===== config.mk =====
export PLATFORM = sky130hd
export DESIGN_NAME = bcd_updown_counter
export DESIGN_NICKNAME = d
export VERILOG_FILES = /design/src/rtl/bcd_updown_counter.sv
export SDC_FILE = /design/constraint.sdc
export NUM_CORES = 1
export LEC_CHECK = 0
export CORE_ASPECT_RATIO = 0.8
export CORE_UTILIZATION = 36
export DETAILED_ROUTE_END_ITERATION = 12
export PLACE_DENSITY_LB_ADDON = 0.12
export RECOVER_POWER = 100
export SLEW_MARGIN = 30
export SYNTH_ARGS = -nofsm -noshare
export SYNTH_HDL_FRONTEND = slang
export SYNTH_SLANG_ARGS = --single-unit

===== constraint.sdc =====
create_clock -name clk -period 1.9 [get_ports clk]
set_input_delay 0.57 -clock clk [delete_from_list [all_inputs] [get_ports clk]]
set_output_delay 0.57 -clock clk [all_outputs]
set_load 0.005 [all_outputs]

===== src/rtl/bcd_updown_counter.sv =====
// ---------------------------------------------------------------------------
// bcd_updown_counter
//
// Cascaded multi-digit BCD up/down counter. It has a synchronous parallel
// load and a combinational terminal-count output for chaining. A load
// containing any non-decimal nibble is rejected: the count holds and
// load_err pulses for one cycle.
//
// Parameters
//   DIGITS   number of BCD digits (1-8)
//   WRAP     1 = wrap past the terminal count, 0 = saturate at it
//
// Ports
//   clk       in   single clock, rising edge
//   rst       in   synchronous active-high reset (count -> 0, load_err -> 0)
//   en        in   count enable
//   up        in   direction: 1 = increment, 0 = decrement
//   load      in   parallel load strobe (priority over en)
//   load_val  in   BCD value to load, digit 0 in [3:0]
//   digits    out  registered BCD count, digit 0 in [3:0]
//   tc        out  en && count at terminal (all 9s up / all 0s down)
//   load_err  out  registered one-cycle flag for a rejected load
// ---------------------------------------------------------------------------
module bcd_updown_counter #(
    parameter int DIGITS = 2,
    parameter int WRAP   = 1
) (
    input  logic                  clk,
    input  logic                  rst,
    input  logic                  en,
    input  logic                  up,
    input  logic                  load,
    input  logic [4*DIGITS-1:0]   load_val,
    output logic [4*DIGITS-1:0]   digits,
    output logic                  tc,
    output logic                  load_err
);

    localparam int W = 4 * DIGITS;

    logic [W-1:0]      digits_q, digits_d;
    logic              load_err_q, load_err_d;

    logic [DIGITS-1:0] is_nine;
    logic [DIGITS-1:0] is_zero;
    logic [DIGITS-1:0] nib_ok;
    // Prefix chains: entry k is true when every digit below k is 9 (or 0).
    // Entry DIGITS therefore means "whole count is all 9s / all 0s".
    logic [DIGITS:0]   nine_below;
    logic [DIGITS:0]   zero_below;
    logic [W-1:0]      stepped;
    logic              at_terminal;
    logic              load_valid;

    assign nine_below[0] = 1'b1;
    assign zero_below[0] = 1'b1;

    genvar gi;
    generate
        for (gi = 0; gi < DIGITS; gi = gi + 1) begin : g_digit
            logic [3:0] cur_digit;
            logic [3:0] inc_digit;
            logic [3:0] dec_digit;

            assign cur_digit   = digits_q[4*gi +: 4];
            assign is_nine[gi] = (cur_digit == 4'd9);
            assign is_zero[gi] = (cur_digit == 4'd0);
            assign nib_ok[gi]  = (load_val[4*gi +: 4] <= 4'd9);

            assign nine_below[gi+1] = nine_below[gi] & is_nine[gi];
            assign zero_below[gi+1] = zero_below[gi] & is_zero[gi];

            assign inc_digit = is_nine[gi] ? 4'd0 : cur_digit + 4'd1;
            assign dec_digit = is_zero[gi] ? 4'd9 : cur_digit - 4'd1;

            // A digit only moves when all lower digits are rolling over,
            // which gives the full ripple in a single cycle.
            assign stepped[4*gi +: 4] = up ? (nine_below[gi] ? inc_digit : cur_digit)
                                           : (zero_below[gi] ? dec_digit : cur_digit);
        end
    endgenerate

    assign at_terminal = up ? nine_below[DIGITS] : zero_below[DIGITS];
    assign load_valid  = &nib_ok;

    always_comb begin
        digits_d   = digits_q;
        load_err_d = 1'b0;
        if (load) begin
            // A bad load leaves the count untouched and also suppresses
            // counting in that cycle.
            if (load_valid) begin
                digits_d = load_val;
            end else begin
                load_err_d = 1'b1;
            end
        end else if (en) begin
            if (!(WRAP == 0 && at_terminal)) begin
                digits_d = stepped;
            end
        end
    end

    always_ff @(posedge clk) begin
        if (rst) begin
            digits_q   <= '0;
            load_err_q <= 1'b0;
        end else begin
            digits_q   <= digits_d;
            load_err_q <= load_err_d;
        end
    end

    assign digits   = digits_q;
    assign load_err = load_err_q;
    assign tc       = en & at_terminal;

endmodule


After elaboration in Yosys (flattened, before gate mapping)

Cells that the tools add are included.

Word-level logic and storage cells: 38
Memories kept: 0
Latch bits: 0
ROM bits: 0
Output and inout port bits: 10
Bits of input ports: 13
Register bits after elaboration: 9
Memory bits (writable): 0

Magnitude comparators: 2
Reductions and logical operators: 8
Add/subtract/negate cells: 4
Muxes and demuxes: 13
Shift operators: 0
Multiply operators: 0
Equality and inequality tests: 4
Divide/modulo/power cells: 0
Bitwise logic cells: 4

Operators with widths:

| kind                                                                | count |
|---|---|
| 4-bit two-way mux                                                   | 8 |
| 8-bit two-way mux                                                   | 3 |
| 4-bit by 1-bit adder with 4-bit output (second input constant)      | 2 |
| 4-bit equality test (second input constant)                         | 2 |
| 4-bit <= comparator (second input constant)                         | 2 |
| 4-bit zero test                                                     | 2 |
| 4-bit by 1-bit subtractor with 4-bit output (second input constant) | 2 |
| 2-bit AND reduction                                                 | 2 |
| 4-bit AND reduction                                                 | 1 |
| 1-bit AND                                                           | 3 |
| 3-bit by 1-bit != test with 1-bit output (second input constant)    | 1 |
| 3-bit nonzero test                                                  | 1 |
| 1-bit two-way mux                                                   | 2 |
| 2-bit by 1-bit != test with 1-bit output (second input constant)    | 1 |
| 2-bit nonzero test                                                  | 1 |
| 2-bit OR reduction                                                  | 1 |
| 1-bit NOT                                                           | 1 |

Longest topological paths before layout

Gate-level depths: netlist of run 1.

Word-level depth: 6
Mapped depth: 6
Gate-level depth less buffers: 4

Worst setup path after synthesis of run 1

No wires, ideal clock.

Path type: flip-flop to output port
From: reg digits_q[3], in the netlist digits[3]
To: out tc
Required time: 1,330 ps
Arrival time: 1,383 ps
Buffers on the path: 1
Path slack: -53 ps
Cell stages (with the launch flop): 6
Cells stage by stage: dfxtp_1 -> buf_2 -> or4_1 -> nor2_1 -> a31oi_1 -> nor4_1

Cells in the longest elaborated chain, start to end: 4
Elaborated cells on any way between the ends: 6
Classes of those cells: eq/ne: 1; mux: 1; bitwise: 3; reduce/logical: 1

RTL lines:

| element                                                | RTL line | source |
|---|---|---|
| start: declaration                                     | 41       | `logic [W-1:0] digits_q, digits_d;` |
| start signal: assignment                               | 109      | `digits_q <= digits_d;` |
| 4-bit equality test or 4-bit zero test (tied branches) | 66, 67   |  |
| 1-bit AND, on equally long branches                    | 70, 71   |  |
| 1-bit two-way mux *                                    | 83       | `assign at_terminal = up ? nine_below[DIGITS] : zero_below[DIGITS];` |
| 1-bit AND *                                            | 116      | `assign tc = en & at_terminal;` |
| end: declaration                                       | 35       | `output logic tc,` |

Every way passes the cells marked *; elsewhere a longest branch is shown, timed or not.

Worst setup path after layout of run 1

From: reg digits_q[4], in the netlist digits[4]
To: out tc

Same word-level chain as after synthesis.

==> key figures, run 1 <==
Place
  – Area after DPL: 1220 um^2
  – Post-placement cell count: 169
  – Port Buf Inserts: 22
  – HPWL after DPL: 1.87 mm
  – Pre-CTS setup slack: -926 ps
  – RD Place Congestion: 0.827

Setup path
  – Critical Path RT: 1330 ps
  – R2R Path Start: digits[3]
  – Ordered cell list for the critical path: or4_4 > nor2_2 > a31oi_1 > nor4_2 > buf_2
  – Crit path DAT: 1610 ps
  – Slowest stage delay, CP: 530 ps
  – Max stage delay cell, worst path: or4_4
  – Crit path to: tc
  – CP startpoint kind: flip-flop
  – Maximum fanout along the worst path: 2
  – Setup CP Type: flip-flop to output port
  – Worst Reg2Reg Path Length in Cells: 6
  – Critical path launch point: digits[4]
  – CP Capture Type: output port
  – FF-to-FF setup slack: 110 ps
  – Worst r2r dst: digits[7]

Yosys
  – Ranking of synthesized cells by area: dfxtp_1 21%, o211ai_1 5.2%, a21oi_1 4.6%
  – Post-synth EDFFs: 0
  – Mean Syn Cell Area: 7.77 um^2
  – Top cell type's share of synthesized area: 20.9%
  – Gate Count Post-Synth: 111
  – Ys Warns: 0
  – Cell variety after synth: 46
  – Synth Register Bits: 9
  – Post-synth top area cell: dfxtp_1
  – Most instantiated cells after synthesis: 9 x dfxtp_1, 8 x a21oi_1
  – Ys async rst share: 0%
  – Post-synthesis sequential area ratio: 20.9%
  – Synthesized area: 862 um^2
  – Main flop type after synthesis: dfxtp_1
  – Most frequent cell after synthesis: dfxtp_1
  – Syn nets: 124

Global route
  – Largest net degree at the start of global routing: 17
  – GRT Util Overall: 21.1%
  – Initial antenna violation count: 0
  – Vias in the first global route: 801
  – First-pass GRT wire length: 4.02 mm
  – Total grt overflow: 0

STA
  – Final hold violations: 0
  – Crit share post-route: 115%
  – Slack of the critical path: -276 ps
  – RSZ-0062 raised after global routing: yes
  – Crit path time final: 2180 ps
  – Hold_ws: 605 ps
  – Final setup viols: 3
  – F_max: 460 MHz
  – Final Max Slew Viols: 0
  – Worst Tran Pin Value: 414 ps
  – Layout Skew: 4.93 ps
  – Rel. slew slack: 72.4%

Cells and area
  – Layout cells sized above 1: 31.4%
  – Flip-flop and latch area: 189 um^2
  – Final #Nets: 167
  – Final Instance Area: 1320 um^2
  – Final core utilization: 59.6%
  – Multi-input logic area: 627 um^2
  – P&R area growth vs syn: 53.1%
  – Layout Cells excl Fill: 178
  – Fill cells: 209
  – N_diodes: 0

Min path
  – Hold Path Class: flip-flop to flip-flop

Floorplan
  – Die area: 2600 um^2
  – Row count: 15
  – Number of top-level pins: 23
  – Starting Density: 38.9%
  – Die H: 45.8 um
  – Core region area: 2210 um^2
  – Die extent in x: 56.7 um

Drt
  – Drt wl/cell: 15.1 um
  – Initial DRC Count: 40
  – Final WL: 2.69 mm
  – DRT Pass-1 Iters: 8
  – Post-route ant nets: 0
  – Via count: 1013
  – DRC errors left: 8
  – Drt via density: 5.69

Status
  – Status: complete, but fails checks
  – Failing checks: DRC, setup timing

Power and ir drop
  – Power per cell area: 538 nW/um^2
  – LEAKAGE: 0.000512 uW
  – VDD IR-drop max: 0.212 mV

Clock tree
  – H-Tree Depth: 1
  – Clock insertion delay at the later pin of the skew report: 270 ps
  – Clk buf depth: 2
  – CTS sink count: 9
  – Hold_buf cts: 0
  – TritonCTS buffer count: 3
  – Reg clk slew, reported paths: 70 ps
  – CTS tree: done
  – CTS root buf: clkbuf_4

Job
  – MaxCap Viol Count: 0
registers in the layout, summed over array words and instances (netlist names):
name	cells
digits	8
load_err	1
what timing repair did:
action,in CTS,in global routing
pin swaps,3,3
setup endpoints to repair,8,10
buffers inserted,0,5
gates resized for setup,18,12
through the flow:
step           TNS, ps  total power [uW]
2_1_floorplan        0               388
6_report          -334               711
5_1_grt           -627               757
3_3_place_gp     -3150               513
3_5_place_dp     -3290               516
4_1_cts           -430               685
where the power goes:
| part | switching, uW | internal, uW |
|---|---|---|
| Sequential | 14.0 | 207 |
| Clock | 77.8 | 81.3 |
| Combinational | 151 | 180 |
cell type report:
type | count | share of cell area (%)
clock buffer | 4 | 1.99
inverter | 5 | 1.42
multi-input combinational | 86 | 47.5
sequential | 9 | 14.3
tap | 25 | 2.37
timing repair buffer | 49 | 32.4
worst min-delay path by stage:
stage | start | endpoint | slack [ps] | depth (start not counted)
after floorplan | digits[6] | digits[6] | 540 | 2
after global placement | digits[1] | digits[1] | 610 | 3
final | digits[1] | digits[1] | 600 | 3
after CTS | digits[1] | digits[1] | 630 | 3
after detailed placement | digits[1] | digits[1] | 610 | 3
after global routing | digits[1] | digits[1] | 650 | 3
logic make-up after synthesis:
group           Yosys count  share of synthesized area, %
compound gates           41                          37.6
xor+xnor                  3                          3.05
buf+inv                  16                          9.43
flops                     9                          20.9
simple gates             42                          29.0
worst max-delay path: cells and delay by family (launching register included):
kind | cells | cell delay [ps]
flip-flops | 1 | 320
AND/OR/NAND/NOR | 3 | 820
AO/OA/AOI/OAI | 1 | 50
buffers and inverters | 1 | 150
layout by cell type, fill, tap and decap left out, drive strengths merged, types with 2 or more instances in the layout:
cell / Yosys / routed
nand2b: 6 / 6
nor2: 6 / 6
nor3: 5 / 5
inv: 4 / 4
o21ai: 6 / 6
o211ai: 6 / 6
a221oi: 2 / 2
nor2b: 5 / 5
clkdlybuf4s50: 0 / 17
and3: 4 / 4
a21boi: 2 / 2
dfxtp: 9 / 9
o221a: 2 / 2
clkbuf: 3 / 5
dlygate4sd3: 0 / 2
nand3: 6 / 6
xnor2: 2 / 2
or3: 2 / 2
a21oi: 8 / 8
buf: 8 / 28
a211oi: 2 / 2
a31oi: 2 / 2
routing by layer:
| metal | global-route usage, % | routed length [um] | up-vias |
|---|---|---|---|
| met5 | 0 | 0 | - |
| met4 | 4.50 | 17 | 0 |
| met3 | 4.55 | 210 | 2 |
| met2 | 29.5 | 1150 | 37 |
| met1 | 32.4 | 1310 | 463 |
| li1 | - | - | 511 |
No activity file was read; power rests on OpenSTA's default activity.
==> inputs of run 2 (changes only) <==
--- a/config.mk
+++ b/config.mk
@@ -6,7 +6,7 @@
 export NUM_CORES = 1
 export LEC_CHECK = 0
 export CORE_ASPECT_RATIO = 0.8
-export CORE_UTILIZATION = 36
+export CORE_UTILIZATION = 47
 export DETAILED_ROUTE_END_ITERATION = 12
 export PLACE_DENSITY_LB_ADDON = 0.12
 export RECOVER_POWER = 100
==> key figures, run 2 (same netlist as run 1, synthesis figures left out) <==
Cells and area
  – P&R area growth vs syn: 51.5%
  – Layout cells sized above 1: 28.6%
  – Final #Nets: 168
  – Commonest non-fill, non-tap cell in the layout: buf_4
  – N_diodes: 0
  – Most frequent cells in the layout: 23 x buf_4, 17 x clkdlybuf4s50_1, 8 x a21oi_1
  – Max FFs per register: 8

STA
  – Post-route setup TNS: -302 ps
  – Crit path time final: 2170 ps
  – Slack of the critical path: -272 ps
  – Final setup viols: 3
  – Rel. slew slack: 75.3%
  – RSZ-0062 raised after global routing: yes
  – Final Max Slew Viols: 0
  – Hold_ws: 631 ps
  – Final hold violations: 0
  – F_max: 460 MHz
  – Layout Skew: 4.16 ps
  – Worst Tran Pin Value: 367 ps
  – Crit share post-route: 114%

Place
  – HPWL after DPL: 2.06 mm
  – RD Place Congestion: 0.922
  – Pre-CTS setup slack: -914 ps
  – Port Buf Inserts: 22

Drt
  – DRT Pass-1 Iters: 5
  – Via count: 1086
  – DRC errors left: 0
  – Post-route ant nets: 0
  – Drt wl/cell: 15.8 um
  – Final WL: 2.79 mm
  – Drt via density: 6.17
  – Initial DRC Count: 46

Setup path
  – CP startpoint kind: flip-flop
  – Max stage delay cell, worst path: or4_1
  – Setup CP Type: flip-flop to output port
  – Crit path DAT: 1600 ps
  – CP Capture Type: output port
  – Maximum fanout along the worst path: 2
  – Ordered cell list for the critical path: or4_1 > nor2_1 > a31oi_1 > nor4_1 > buf_2
  – CP top delay family: simple AND/OR/NAND/NOR gates
  – CP bufs+invs: 1
  – Critical Path RT: 1330 ps
  – Slowest stage delay, CP: 510 ps

Power and ir drop
  – Power per cell area: 539 nW/um^2
  – Switching part of the total: 34.1%
  – Reg power frac: 30.9%
  – Internal: 464 uW
  – Combinational power share: 46.7%
  – Sw Pwr: 241 uW
  – LEAKAGE: 0.000518 uW
  – Clk network pwr share: 22.5%
  – VDD IR-drop max: 0.592 mV

Global route
  – First-pass GRT wire length: 4.05 mm
  – Met1 Resource Use GR: 39.1%
  – Vias in the first global route: 841
  – Met3 Use GR: 4.92%
  – Initial antenna violation count: 0
  – Most used routing layer: met2
  – GRT Util Overall: 28.1%
  – Routing usage on met2: 45.6%
  – Largest net degree at the start of global routing: 17
  – Total grt overflow: 0

Floorplan
  – Number of top-level pins: 23
  – Starting Density: 51.5%
  – Die H: 40.3 um
  – Die extent in x: 49.9 um
  – Core region area: 1680 um^2
  – Die area: 2010 um^2
  – Row count: 13

Clock tree
  – CTS sink count: 9
  – H-Tree Depth: 1
  – CTS tree: done
  – Reg clk slew, reported paths: 70 ps
  – CTS root buf: clkbuf_4
  – Clk buf depth: 2
  – Clock insertion delay at the later pin of the skew report: 270 ps
  – TritonCTS buffer count: 3
  – Hold_buf cts: 0

Min path
  – Hold Path Class: flip-flop to flip-flop

Status
  – Status: complete, but fails checks
  – Failing checks: setup timing

Job
  – MaxCap Viol Count: 0
-- run 2: final timing paths --
path | from | endpoint | slack (ps) | cells past startpoint
max | digits[4] | tc | -270 | 5
min | digits[1] | digits[1] | 630 | 3
max reg2reg | digits[3] | digits[7] | 160 | 6
min reg2reg | digits[1] | digits[1] | 630 | 3
-- run 2: worst reg2reg max path, delay by kind of cell (launching register included) --
family          cells  cell delay (ps)
compound gates      2              590
simple gates        2              470
flops               1              330
buf+inv             2              250
-- run 2: area by class of cell --
cell class / instances / area [um^2]
multi-input cells: 86 / 608
repair buffers: 50 / 440
fillers: 133 / 369
flip-flops and latches: 9 / 185
well taps: 22 / 27.5
clock buffers: 4 / 26.3
inverters: 5 / 18.8
-- run 2: stage by stage --
stage / power, uW / cells / instance area (um^2) / util (%)
after detailed placement: 526 / 169 / 1230 / 73.7
after floorplan: 388 / 111 / 862 / -
final: 705 / 176 / 1310 / 78.0
after global routing: 743 / 176 / 1310 / 78.0
after CTS: 686 / 173 / 1260 / 75.4
after global placement: 516 / 169 / 1230 / 73.7
-- run 2: per-layer routing --
| layer | vias to the layer above | routed length, um |
|---|---|---|
| li1 | 517 | - |
| met1 | 500 | 1230 |
| met2 | 61 | 1270 |
| met3 | 8 | 256 |
| met4 | 0 | 34 |
| met5 | - | 0 |
-- run 2: what timing repair did --
action / CTS / global route
pin swaps: 3 / 3
endpoints found under the setup margin: 6 / 10
gates cloned: 0 / 0
buffers inserted: 0 / 3
resized for setup: 13 / 11
-- run 2: power groups by stage --
stage / registers (uW) / clock network, uW / logic (uW)
finish: 218 / 158 / 329
global route: 220 / 170 / 353
CTS: 216 / 160 / 309
detailed placement: 219 / 0 / 306
global placement: 219 / 0 / 297
floorplan: 223 / 0 / 165
==> inputs of run 3 (changes only) <==
==> constraint.sdc (replaced) <==
create_clock -name clk -period 2.3 [get_ports clk]
set_input_delay 0.69 -clock clk [delete_from_list [all_inputs] [get_ports clk]]
set_output_delay 0.69 -clock clk [all_outputs]
set_load 0.005 [all_outputs]
==> key figures, run 3 (same netlist as run 1, synthesis figures left out) <==
Status
  – Status: complete, but fails checks
  – Failing checks: setup timing

Setup path
  – Slowest stage delay, CP: 420 ps
  – R2R Path Start: digits[0]
  – CP bufs+invs: 2
  – Max stage delay cell, worst path: or4_4
  – Setup CP Type: primary input to output port
  – Maximum fanout along the worst path: 2
  – Critical Path RT: 1610 ps
  – Critical path launch point: up
  – CP Capture Type: output port
  – CP startpoint kind: primary input
  – Ordered cell list for the critical path: buf_6 > or4_4 > nor2_4 > a31oi_2 > nor4_2 > buf_2
  – CP top delay family: simple AND/OR/NAND/NOR gates
  – Crit path DAT: 1720 ps

Cells and area
  – Layout cells sized above 1: 24.8%
  – Final Instance Area: 1230 um^2
  – Fill cells: 126
  – Max FFs per register: 8
  – P&R area growth vs syn: 43.3%
  – Flip-flop and latch area: 180 um^2
  – Final #Nets: 159
  – Commonest non-fill, non-tap cell in the layout: buf_4
  – N_diodes: 0
  – Layout Cells excl Fill: 167
  – Multi-input logic area: 627 um^2
  – Most frequent cells in the layout: 18 x buf_4, 14 x clkdlybuf4s50_1, 9 x dfxtp_1

Drt
  – Drt wl/cell: 15.3 um
  – DRC errors left: 0
  – Via count: 1034
  – Drt via density: 6.19
  – Post-route ant nets: 0
  – Final WL: 2.55 mm
  – Initial DRC Count: 37
  – DRT Pass-1 Iters: 4

STA
  – RSZ-0062 raised after global routing: yes
  – Hold_ws: 660 ps
  – Layout Skew: 0.711 ps
  – Post-route setup TNS: -106 ps
  – Crit share post-route: 105%
  – Final Max Slew Viols: 0
  – F_max: 416 MHz
  – Worst Tran Pin Value: 419 ps
  – Crit path time final: 2410 ps
  – Rel. slew slack: 71.8%
  – Slack of the critical path: -106 ps
  – Final hold violations: 0
  – Final setup viols: 1

Job
  – MaxCap Viol Count: 0

Place
  – RD Place Congestion: 0.903
  – Area after DPL: 1190 um^2
  – HPWL after DPL: 1.89 mm
  – Port Buf Inserts: 22
  – Post-placement cell count: 163
  – Pre-CTS setup slack: -855 ps

Power and ir drop
  – LEAKAGE: 0.000478 uW
  – Power per cell area: 452 nW/um^2
  – Combinational power share: 45.0%
  – VDD IR-drop max: 0.362 mV
  – Sw Pwr: 192 uW
  – Switching part of the total: 34.4%
  – Reg power frac: 32.1%
  – Internal: 366 uW
  – Clk network pwr share: 22.8%

Clock tree
  – Hold_buf cts: 0
  – TritonCTS buffer count: 3
  – Reg clk slew, reported paths: 60 ps
  – CTS tree: done
  – Clk buf depth: 2
  – Clock insertion delay at the later pin of the skew report: 260 ps
  – CTS root buf: clkbuf_4
  – CTS sink count: 9
  – H-Tree Depth: 1

Min path
  – Hold wc startpoint: digits[2]
  – Hold Path Class: flip-flop to flip-flop

Floorplan
  – Row count: 13
  – Die H: 40.3 um
  – Die area: 2010 um^2
  – Core region area: 1680 um^2
  – Starting Density: 51.5%
  – Die extent in x: 49.9 um
  – Number of top-level pins: 23

Global route
  – Initial antenna violation count: 0
  – Vias in the first global route: 847
  – First-pass GRT wire length: 3.97 mm
  – Total grt overflow: 0
  – Largest net degree at the start of global routing: 17
  – GRT Util Overall: 27.5%
==> run 3: changes by cell type in the layout (fill, tap and decap cells not counted), moves of 2 or more <==
cell | before | now
clkdlybuf4s50_1 | 17 | 14
buf_6 | 4 | 1
dfxtp_1 | 7 | 9
buf_4 | 23 | 18
dlygate4sd3_1 | 2 | 5
==> run 3: tightest hold or removal path, stage by stage, from the launching register on <==
cell	delay [ps]
dfxtp_1	310
buf_4	160
nand3_1	80
o41ai_2	60
==> run 3: power groups by stage <==
stage                     sequential, uW  combinational [uW]  clock, uW
final                                179                 251        127
after global routing                 181                 272        137
after CTS                            178                 246        129
after detailed placement             181                 241          0
after global placement               181                 236          0
after floorplan                      184                 137          0
==> run 3: final cells by class <==
| class | count | share of cell area, % |
|---|---|---|
| sequential | 9 | 14.6 |
| inverter | 5 | 1.52 |
| clock buffer | 4 | 2.13 |
| timing repair buffer | 41 | 28.8 |
| multi-input combinational | 86 | 50.8 |
| tap | 22 | 2.23 |
==> run 3: stage by stage <==
stage | power [uW] | util (%)
2_1_floorplan | 321 | -
5_1_grt | 590 | 73.7
3_5_place_dp | 422 | 71.0
4_1_cts | 552 | 73.3
6_report | 558 | 73.7
3_3_place_gp | 418 | 71.0
==> run 3: timing repair <==
| action | in CTS | in global routing |
|---|---|---|
| pin swaps | 3 | 3 |
| endpoints found under the setup margin | 1 | 1 |
| gates resized for setup | 11 | 4 |
| buffers inserted | 1 | 0 |
==> run 3: routing by layer <==
| layer | GRT usage (%) | vias to the layer above | wire [um] |
|---|---|---|---|
| met5 | 0 | - | 0 |
| met4 | 6.43 | 0 | 13 |
| met3 | 8.71 | 2 | 174 |
| met2 | 44.3 | 39 | 1180 |
| met1 | 36.4 | 494 | 1190 |
| li1 | - | 499 | - |
==> run 3: worst paths after layout <==
| kind | endpoint | slack, ps | cells past startpoint |
|---|---|---|---|
| setup / recovery | tc | -110 | 6 |
| hold / removal | digits[2] | 660 | 3 |
| setup reg to reg | digits[7] | 570 | 5 |
| hold reg to reg | digits[2] | 660 | 3 |
